<file path="src/rtl/amber48_pkg.sv">
// Shared amber48 pipeline types and widths: execute-stage payload, trap causes.
package amber48_pkg;

    localparam int unsigned XLEN           = 48;
    localparam int unsigned REG_ADDR_WIDTH = 5;
    localparam int unsigned DMEM_DEPTH     = 256;

    localparam logic [REG_ADDR_WIDTH-1:0] REG_ZERO = '0;

    typedef enum logic [2:0] {
        TRAP_NONE       = 3'd0,
        TRAP_ILLEGAL    = 3'd1,
        TRAP_BREAKPOINT = 3'd2,
        TRAP_DATA_FAULT = 3'd3,
        TRAP_ECALL      = 3'd4
    } amber48_trap_e;

    typedef struct packed {
        logic                      valid;
        logic                      trap;
        amber48_trap_e             trap_cause;
        logic                      load;
        logic                      store;
        logic                      writeback_en;
        logic [REG_ADDR_WIDTH-1:0] rd;
        logic [XLEN-1:0]           result;
        logic [XLEN-1:0]           store_data;
    } amber48_execute_out_s;

endpackage

</file>
<file path="src/rtl/amber48_mem_wb.sv">
// amber48 memory/writeback stage: data-memory access, register writeback, trap/retire report.
// Optional feature: define AMBER48_MEM_BOUNDS_CHECK_EN to fault out-of-range accesses.
module amber48_mem_wb
    import amber48_pkg::*;
#(
    parameter int unsigned DMEM_DEPTH_P   = DMEM_DEPTH,
    parameter int unsigned TIMEOUT_CYCLES = 16
) (
    input  logic                      clk,
    input  logic                      rst,
    input  amber48_execute_out_s      ex_i,
    output logic                      ex_ready_o,
    output logic                      dmem_req_o,
    output logic                      dmem_we_o,
    output logic [7:0]                dmem_addr_o,
    output logic [XLEN-1:0]           dmem_wdata_o,
    input  logic                      dmem_ready_i,
    input  logic                      dmem_rvalid_i,
    input  logic [XLEN-1:0]           dmem_rdata_i,
    input  logic                      dmem_err_i,
    output logic                      rf_we_o,
    output logic [REG_ADDR_WIDTH-1:0] rf_waddr_o,
    output logic [XLEN-1:0]           rf_wdata_o,
    output logic                      retire_o,
    output logic                      trap_o,
    output amber48_trap_e             trap_cause_o
);

    localparam int unsigned ADDR_W = 8;
    localparam int unsigned BAU_W  = XLEN - 3;
    localparam int unsigned CNT_W  = $clog2(TIMEOUT_CYCLES + 1);

    typedef enum logic [1:0] {
        IDLE = 2'd0,
        REQ  = 2'd1,
        WAIT = 2'd2
    } state_e;

    state_e                    state_q, state_d;
    logic [CNT_W-1:0]          cnt_q, cnt_d;
    logic [REG_ADDR_WIDTH-1:0] rd_q;
    logic                      capture;
    logic                      rf_we_d, retire_d, trap_d;
    logic [REG_ADDR_WIDTH-1:0] rf_waddr_d;
    logic [XLEN-1:0]           rf_wdata_d;
    amber48_trap_e             trap_cause_d;

    logic [BAU_W-1:0]  bau;
    logic [ADDR_W-1:0] addr_c;
    logic              is_mem, misaligned;

    assign bau        = ex_i.result[XLEN-1:3];
    assign addr_c     = ADDR_W'(bau % BAU_W'(DMEM_DEPTH_P));
    assign is_mem     = ex_i.load || ex_i.store;
    assign misaligned = (ex_i.result[2:0] != 3'b000);

`ifdef AMBER48_MEM_BOUNDS_CHECK_EN
    logic out_of_bounds;
    assign out_of_bounds = (bau >= BAU_W'(DMEM_DEPTH_P));
`endif

    always_ff @(posedge clk) begin
        if (rst) state_q <= IDLE;
        else     state_q <= state_d;
    end

    // Next state plus next values of the registered result outputs.
    always_comb begin
        state_d      = state_q;
        cnt_d        = cnt_q;
        capture      = 1'b0;
        rf_we_d      = 1'b0;
        rf_waddr_d   = '0;
        rf_wdata_d   = '0;
        retire_d     = 1'b0;
        trap_d       = 1'b0;
        trap_cause_d = TRAP_NONE;

        unique case (state_q)
            IDLE: begin
                if (ex_i.valid) begin
                    if (ex_i.trap) begin
                        trap_d       = 1'b1;
                        trap_cause_d = ex_i.trap_cause;
                    end else if (is_mem && misaligned) begin
                        trap_d       = 1'b1;
                        trap_cause_d = TRAP_DATA_FAULT;
`ifdef AMBER48_MEM_BOUNDS_CHECK_EN
                    end else if (is_mem && out_of_bounds) begin
                        trap_d       = 1'b1;
                        trap_cause_d = TRAP_DATA_FAULT;
`endif
                    end else if (is_mem) begin
                        capture = 1'b1;
                        state_d = REQ;
                    end else begin
                        retire_d = 1'b1;
                        if (ex_i.writeback_en && (ex_i.rd != REG_ZERO)) begin
                            rf_we_d    = 1'b1;
                            rf_waddr_d = ex_i.rd;
                            rf_wdata_d = ex_i.result;
                        end
                    end
                end
            end
            REQ: begin
                if (dmem_ready_i) begin
                    if (dmem_we_o) begin
                        state_d  = IDLE;
                        retire_d = 1'b1;
                    end else begin
                        state_d = WAIT;
                        cnt_d   = '0;
                    end
                end
            end
            WAIT: begin
                cnt_d = cnt_q + CNT_W'(1);
                // A response arriving on the timeout cycle still completes the load.
                if (dmem_rvalid_i) begin
                    state_d = IDLE;
                    if (dmem_err_i) begin
                        trap_d       = 1'b1;
                        trap_cause_d = TRAP_DATA_FAULT;
                    end else begin
                        retire_d = 1'b1;
                        if (rd_q != REG_ZERO) begin
                            rf_we_d    = 1'b1;
                            rf_waddr_d = rd_q;
                            rf_wdata_d = dmem_rdata_i;
                        end
                    end
                end else if (cnt_q == CNT_W'(TIMEOUT_CYCLES - 1)) begin
                    state_d      = IDLE;
                    trap_d       = 1'b1;
                    trap_cause_d = TRAP_DATA_FAULT;
                end
            end
            default: state_d = IDLE;
        endcase
    end

    // Captured request fields and registered outputs.
    always_ff @(posedge clk) begin
        if (rst) begin
            cnt_q        <= '0;
            rd_q         <= '0;
            ex_ready_o   <= 1'b1;
            dmem_req_o   <= 1'b0;
            dmem_we_o    <= 1'b0;
            dmem_addr_o  <= '0;
            dmem_wdata_o <= '0;
            rf_we_o      <= 1'b0;
            rf_waddr_o   <= '0;
            rf_wdata_o   <= '0;
            retire_o     <= 1'b0;
            trap_o       <= 1'b0;
            trap_cause_o <= TRAP_NONE;
        end else begin
            cnt_q      <= cnt_d;
            ex_ready_o <= (state_d == IDLE);
            dmem_req_o <= (state_d == REQ);
            if (capture) begin
                rd_q         <= ex_i.rd;
                dmem_we_o    <= ex_i.store;
                dmem_addr_o  <= addr_c;
                dmem_wdata_o <= ex_i.store_data;
            end
            rf_we_o      <= rf_we_d;
            rf_waddr_o   <= rf_waddr_d;
            rf_wdata_o   <= rf_wdata_d;
            retire_o     <= retire_d;
            trap_o       <= trap_d;
            trap_cause_o <= trap_cause_d;
        end
    end

endmodule
</file>
<file path="config.mk">
export PLATFORM = sky130hd
export DESIGN_NAME = amber48_mem_wb
export DESIGN_NICKNAME = d
export VERILOG_FILES = /design/src/rtl/amber48_pkg.sv /design/src/rtl/amber48_mem_wb.sv
export SDC_FILE = /design/constraint.sdc
export NUM_CORES = 1
export LEC_CHECK = 0
export BUFFER_PORTS_ARGS = -buffer_cell sky130_fd_sc_hd__buf_2
export CAP_MARGIN = 20
export CORE_ASPECT_RATIO = 0.5
export CORE_MARGIN = 3
export CORE_UTILIZATION = 30
export CTS_CLUSTER_DIAMETER = 120
export DETAILED_ROUTE_END_ITERATION = 12
export GPL_TIMING_DRIVEN = 0
export PLACE_DENSITY = 0.57
export SLEW_MARGIN = 0
export SYNTH_ARGS = -nofsm -noshare
export SYNTH_HDL_FRONTEND = slang
export SYNTH_SLANG_ARGS = --single-unit
</file>
<file path="constraint.sdc">
create_clock -name clk -period 1.9 [get_ports clk]
set_input_delay 0.095 -clock clk [delete_from_list [all_inputs] [get_ports clk]]
set_output_delay 0.095 -clock clk [all_outputs]
set_load 0.05 [all_outputs]
</file>
==> results.yml, run 1 <==
synth:
  synth.avg_cell_area_um2: 9.578
  synth.top_cell.area_share_pct: 57.81
  synthXorXnorAreaFrac_pct: 0
  async_flop_share_pct: 0
  yosys-mux-area-fraction_pct: 0.2501
  ys_seq_area_share_pct: 57.81
  synth-adder-area-share_pct: 0.5559
  synth_edf_count: 0
  synth_top_cell_by_area: "dfxtp_1"
  synth_top_family_by_area: "compound AO/OA/AOI/OAI gates"
  synth_compound_area_share_pct: 21.15
  synth_seq_cells: 130
  yosysWarnings: 0
  netlist_instances: 470
  netlist_area_um2: 4502
  synthSimpleGateAreaFrac_pct: 15.73
  synthTopCellsByArea: "dfxtp_1 58%, nand2_1 11%, a22o_1 9.3%"
  synth_fp_nets: 634
  synth_cell_types: 38
  ys.flop_type: "dfxtp_1"
die:
  die_x_um: 179.2
  io_pins: 280
  die-area_um2: 16600
  start_util_pct: 31.90
  core_region_area_um2: 14110
  rows: 30
  die_h_um: 92.62
drt:
  route.vias.total: 5188
  drcViolationCount: 0
  drtIter0Drc: 247
  dr.pass1.iters: 6
  wl_mm: 17.69
  ant_nets: 0
  routedWlPerCell_um: 15.66
  viasPerCell: 4.591
final_layout:
  nNetsFinal: 1089
  area_growth_pct: 86.27
  drive_above_1_share_pct: 38.74
  stdcell_count: 1130
  layout_common_cells: "285 x buf_2, 154 x dlygate4sd3_1, 129 x dfxtp_1, 128 x nand2_1, 59 x a21oi_1"
  final_common_cell: "buf_2"
hold_path:
  hp-class: "in -> reg"
power_and_ir_drop:
  power_leakage_nw: 3.861
  total_power_mw: 6.795
  cellPowerDensity_nw_per_um2: 810.3
  clockPowerShare_pct: 49.4
  swShare_pct: 23.21
  vdd.ir_drop.worst_v: 0.0005461
  p_int_mw: 5.218
  comb_power_share_pct: 10.0
  seqPwrFrac_pct: 40.7
  p_switching_mw: 1.577
sta:
  fin_crit_ps: 1865
  relSlewSlack_pct: 51.94
  finalHoldViolCount: 0
  fmax_mhz: 536.1
  worstMarginPinSlew_ps: 720.9
  finClkSkew_ps: 9.962
  finalSetupViolCount: 0
  fin_crit_sh_pct: 98.18
  finalMaxSlewViolations: 0
run:
  cap_viol_max_count: 0
place:
  place_congestion: 0.7866
  port_buffers: 278
  dp.cells: 940
  dp_hpwl_mm: 11.15
worst_setup_path:
  critical_path_peak_fanout: 10
  critPathCapture: "rf_wdata_o[16]$_SDFF_PP0_"
  rr_endpoint: "rf_wdata_o[16]$_SDFF_PP0_"
  cpPeakStageDelay_ps: 550
  path_buf_inv: 2
  criticalPathCategory: "reg -> reg"
  critPathCaptureType: "register"
  cp_slowest_cell: "or4_4"
  crit_required_ps: 2180
  start_kind: "register"
  timing.reg2reg.setup_slack_ps: 30
  cp.depth: 6
  cp-startpoint: "rd_q[0]$_SDFFE_PP0P_"
  cpLargestDelayFamily: "simple AND/OR/NAND/NOR gates"
  cp_data_arrival_time_ps: 2150
  rr_worst_depth: 6
  timing.rr.start: "rd_q[0]$_SDFFE_PP0P_"
  path_cells: "or4_4 > o21ai_4 > nor2_2 > buf_6 > buf_4 > a22o_1"
global_routing:
  grt_pass1_wl_mm: 26.83
  antenna_found_initial: 0
  track_usage_pct: 20.35
  grt_max_degree: 17
  grt_overflow: 0
  first_global_vias: 5362
clock_tree:
  clkLatencyLatePin_ps: 410
  cts-root-buf: "clkbuf_16"
  cts_max_level: 4
  cts_buffers: 17
  cts_tree: "built"
  cts_sinks: 130
  clockBufferDepth: 2
  clkTransAtPathRegs_ps: 60
outcome:
  status: "completed"
-- cell type report --
class	count	area, um2
buffer	34	227.7
timing repair buffer	436	2967
multi-input combinational	305	1737
fill	1201	5728
inverter	1	3.754
sequential	130	2604
tap	192	240.2
antenna	1	2.502
clock inverter	13	175.2
clock buffer	18	429.2
-- Yosys cell counts, drive strengths merged (2+ instances only) --
| cell type | instances |
|---|---|
| nand2 | 128 |
| a22o | 48 |
| nor3 | 2 |
| a22oi | 6 |
| clkbuf | 18 |
| a31oi | 2 |
| nor2 | 18 |
| o21ai | 3 |
| or3 | 2 |
| or2 | 2 |
| dfxtp | 130 |
| ha | 2 |
| buf | 16 |
| a21oi | 71 |
| or3b | 2 |
| and3 | 2 |
| o21a | 2 |
-- through the flow --
| stage | area [um2] | setup slack (ps) | TNS [ps] | utilization (%) | hold WS [ps] |
|---|---|---|---|---|---|
| 5_1_grt | 8383 | -13.87 | -21.63 | 59.40 | 21.62 |
| 3_5_place_dp | 6133 | -200.3 | -13410 | 43.46 | 308.7 |
| 4_1_cts | 8334 | 5.358 | 0 | 59.05 | 26.18 |
| 6_report | 8386 | 34.67 | 0 | 59.41 | 12.92 |
| 2_1_floorplan | 4502 | 182.6 | 0 | - | 213.3 |
| 3_3_place_gp | 6133 | -190.7 | -13670 | 43.46 | 304.8 |
-- what timing repair did --
action / CTS / global route
setup buffers: 3 / 1
pin swaps: 3 / 1
hold buffers: 154 / 0
resized for setup: 10 / 22
setup endpoints to repair: 102 / 90
endpoints found under the hold margin: 117 / 0
-- registers in the layout, indices dropped and copies added, names as in the netlist, 2 cells and up --
register      cells
rf_wdata_o       48
rd_q              5
state_q           2
cnt_q             5
dmem_wdata_o     48
dmem_addr_o       8
trap_cause_o      3
rf_waddr_o        5
-- worst min path at each step --
stage | start | end | slack [ps] | depth (start not counted)
final | ex_i[103] | retire_o$_SDFF_PP0_ | 10 | 4
after detailed placement | ex_i[94] | rf_wdata_o[46]$_SDFF_PP0_ | 310 | 2
after floorplan | ex_i[107] | trap_cause_o[2]$_SDFF_PP0_ | 210 | 2
after global placement | ex_i[90] | rf_wdata_o[42]$_SDFF_PP0_ | 300 | 2
after CTS | ex_i[103] | retire_o$_SDFF_PP0_ | 30 | 4
after global routing | ex_i[103] | retire_o$_SDFF_PP0_ | 20 | 4
-- power by group through the flow --
stage          combinational [mW]  clock, mW  sequential, mW
6_report                    0.678       3.35            2.76
3_5_place_dp                0.405          0            2.82
3_3_place_gp                0.401          0            2.82
5_1_grt                     0.725       3.57            2.76
2_1_floorplan              0.0896          0            2.91
4_1_cts                     0.659       3.43            2.76
-- layer usage --
| layer | global-route usage [%] | wire [um] | up-vias |
|---|---|---|---|
| li1 | - | - | 2537 |
| met1 | 23.00 | 7182 | 2432 |
| met2 | 36.76 | 8929 | 182 |
| met3 | 4.464 | 1138 | 37 |
| met4 | 9.062 | 441 | 0 |
| met5 | 0 | 0 | - |
-- cells by family after synthesis --
family / Yosys count
flops: 130
buf+inv: 35
fa+ha+maj: 2
compound gates: 137
mux: 1
simple gates: 165
-- tightest hold or removal path, delay by kind of cell --
family                 cells  cell delay, ps
buffers and inverters      1              90
AOI/OAI and AO/OA          1              60
and+or+nand+nor            2             110
(Power assumes the default switching activity.)
==> run 2: changes to the inputs <==
Settings changed: SETUP_SLACK_MARGIN set to 0.15.
==> run 2 against run 1 <==
  * Routed wire length rose by 0.54%
  * Register-to-register slack improved by 110 ps
  * Flip-flop and latch count did not move
  * Global-route usage rose by 0.16 points
  * Final cell count rose by 0.27%
  * Sequential share of layout area fell by 0.32 points
  * Sequential power barely moved
  * Die area did not move
==> results.yml, run 2 (synthesized netlist as in run 1, its figures left out) <==
place:
  dp_hpwl_mm: 11.15
  port_buffers: 278
  dp_slack_ps: -200.3
  place_congestion: 0.7866
clock_tree:
  clkTransAtPathRegs_ps: 60
  cts_sinks: 130
  cts_max_level: 4
  clockBufferDepth: 2
  clkLatencyLatePin_ps: 410
  cts_tree: "built"
  cts-root-buf: "clkbuf_16"
  cts_buffers: 17
die:
  io_pins: 280
  die_x_um: 179.2
  die_h_um: 92.62
  core_region_area_um2: 14110
  rows: 30
  die-area_um2: 16600
  start_util_pct: 31.90
worst_setup_path:
  crit_required_ps: 2180
  critical_path_peak_fanout: 8
  critPathCaptureType: "register"
  timing.rr.start: "rd_q[3]$_SDFFE_PP0P_"
  start_kind: "register"
  rr_worst_depth: 6
  timing.reg2reg.setup_slack_ps: 150
  rr_endpoint: "rf_wdata_o[28]$_SDFF_PP0_"
  cp_data_arrival_time_ps: 2030
  criticalPathCategory: "reg -> reg"
drt:
  wl_mm: 17.79
  ant_nets: 0
  routedWlPerCell_um: 15.70
  drcViolationCount: 0
  viasPerCell: 4.556
  route.vias.total: 5162
  drtIter0Drc: 210
  dr.pass1.iters: 5
final_layout:
  seq_area_um2: 2610
  nNetsFinal: 1091
  final_common_cell: "buf_2"
  n_fill_cell: 1197
  final_core_util_pct: 60.19
  drive_above_1_share_pct: 40.15
  top_regs: "dmem_wdata_o x48, rf_wdata_o x48, dmem_addr_o x8"
  layout_common_cells: "285 x buf_2, 154 x dlygate4sd3_1, 127 x nand2_1, 124 x dfxtp_1, 54 x a21oi_1"
  multi_input_area_um2: 1770
  area_growth_pct: 88.69
run:
  cap_viol_max_count: 0
power_and_ir_drop:
  total_power_mw: 6.796
  cellPowerDensity_nw_per_um2: 800.1
  vdd.ir_drop.worst_v: 0.0005448
  power_leakage_nw: 3.889
sta:
  fin_crit_sh_pct: 92.28
  finalMaxSlewViolations: 0
  finalHoldViolCount: 0
  fmax_mhz: 570.4
  finalSetupViolCount: 0
  setup_slack_ps: 146.7
  worstMarginPinSlew_ps: 717.9
  fin_setup_tns_ps: 0
  rsz0062_at_grt: "yes"
  fin_crit_ps: 1753
  relSlewSlack_pct: 52.14
  finClkSkew_ps: 10.72
outcome:
  status: "completed"
hold_path:
  holdCritStartpoint: "ex_i[103]"
  hold_end: "retire_o$_SDFF_PP0_"
  hp-class: "in -> reg"
  holdPathStages: 4
global_routing:
  first_global_vias: 5406
  grt_pass1_wl_mm: 26.97
  grt_max_degree: 17
  antenna_found_initial: 0
  grt_overflow: 0
  track_usage_pct: 20.51
==> run 2: worst max-delay path, stage by stage, from the launching register on <==
cell     delay [ps]
dfxtp_2         320
or4_4           540
o21ai_4         190
nor2_4           70
buf_6           160
buf_12          130
a22o_1          230
==> run 2: report_power, final <==
| part | internal [mW] | switching [mW] | total, mW |
|---|---|---|---|
| clock | 2.08 | 1.26 | 3.35 |
| sequential | 2.75 | 0.0108 | 2.76 |
| combinational | 0.385 | 0.299 | 0.684 |
| total | 5.22 | 1.57 | 6.80 |
==> run 2: metal layers <==
metal	global-route usage (%)	up-vias	part of all wire, %
li1	-	2546	-
met1	22.84	2402	41
met2	37.45	174	51
met3	4.423	40	5.9
met4	9.319	0	2.5
met5	0	-	0
==> run 2: what timing repair did <==
action | CTS | global route
gates resized for setup | 28 | 26
setup endpoints to repair | 110 | 110
buffers inserted | 6 | 0
hold buffers | 154 | 0
pin swaps | 16 | 9
endpoints found under the hold margin | 117 | 0
==> run 2: worst max path at each step <==
stage                          startpoint                       endpoint  slack (ps)  cells after the start
CTS                 state_q[0]$_SDFF_PP0_  dmem_wdata_o[44]$_SDFFE_PP0P_         120                      7
finish               rd_q[3]$_SDFFE_PP0P_      rf_wdata_o[28]$_SDFF_PP0_         150                      6
global route        state_q[1]$_SDFF_PP0_       rf_wdata_o[4]$_SDFF_PP0_         110                      7
floorplan           state_q[0]$_SDFF_PP0_    dmem_addr_o[0]$_SDFFE_PP0P_         180                      6
global placement    state_q[0]$_SDFF_PP0_  dmem_wdata_o[10]$_SDFFE_PP0P_        -190                      6
detailed placement  state_q[0]$_SDFF_PP0_  dmem_wdata_o[36]$_SDFFE_PP0P_        -200                      6
==> run 2: cell type report <==
| type | count | area share [%] |
|---|---|---|
| clock inverter | 13 | 2.062 |
| buffer | 34 | 3.093 |
| timing repair buffer | 438 | 35.29 |
| multi-input combinational | 305 | 20.84 |
| inverter | 1 | 0.04419 |
| sequential | 130 | 30.73 |
| tap | 192 | 2.828 |
| antenna | 2 | 0.05892 |
| clock buffer | 18 | 5.052 |
==> run 2: per-stage QoR <==
stage          hold WS (ps)  cell area, um2  instances
3_5_place_dp          308.7            6133        940
2_1_floorplan         213.3            4502        470
3_3_place_gp          304.8            6133        940
6_report              41.65            8494       1133
4_1_cts               26.18            8426       1131
5_1_grt               44.85            8489       1131
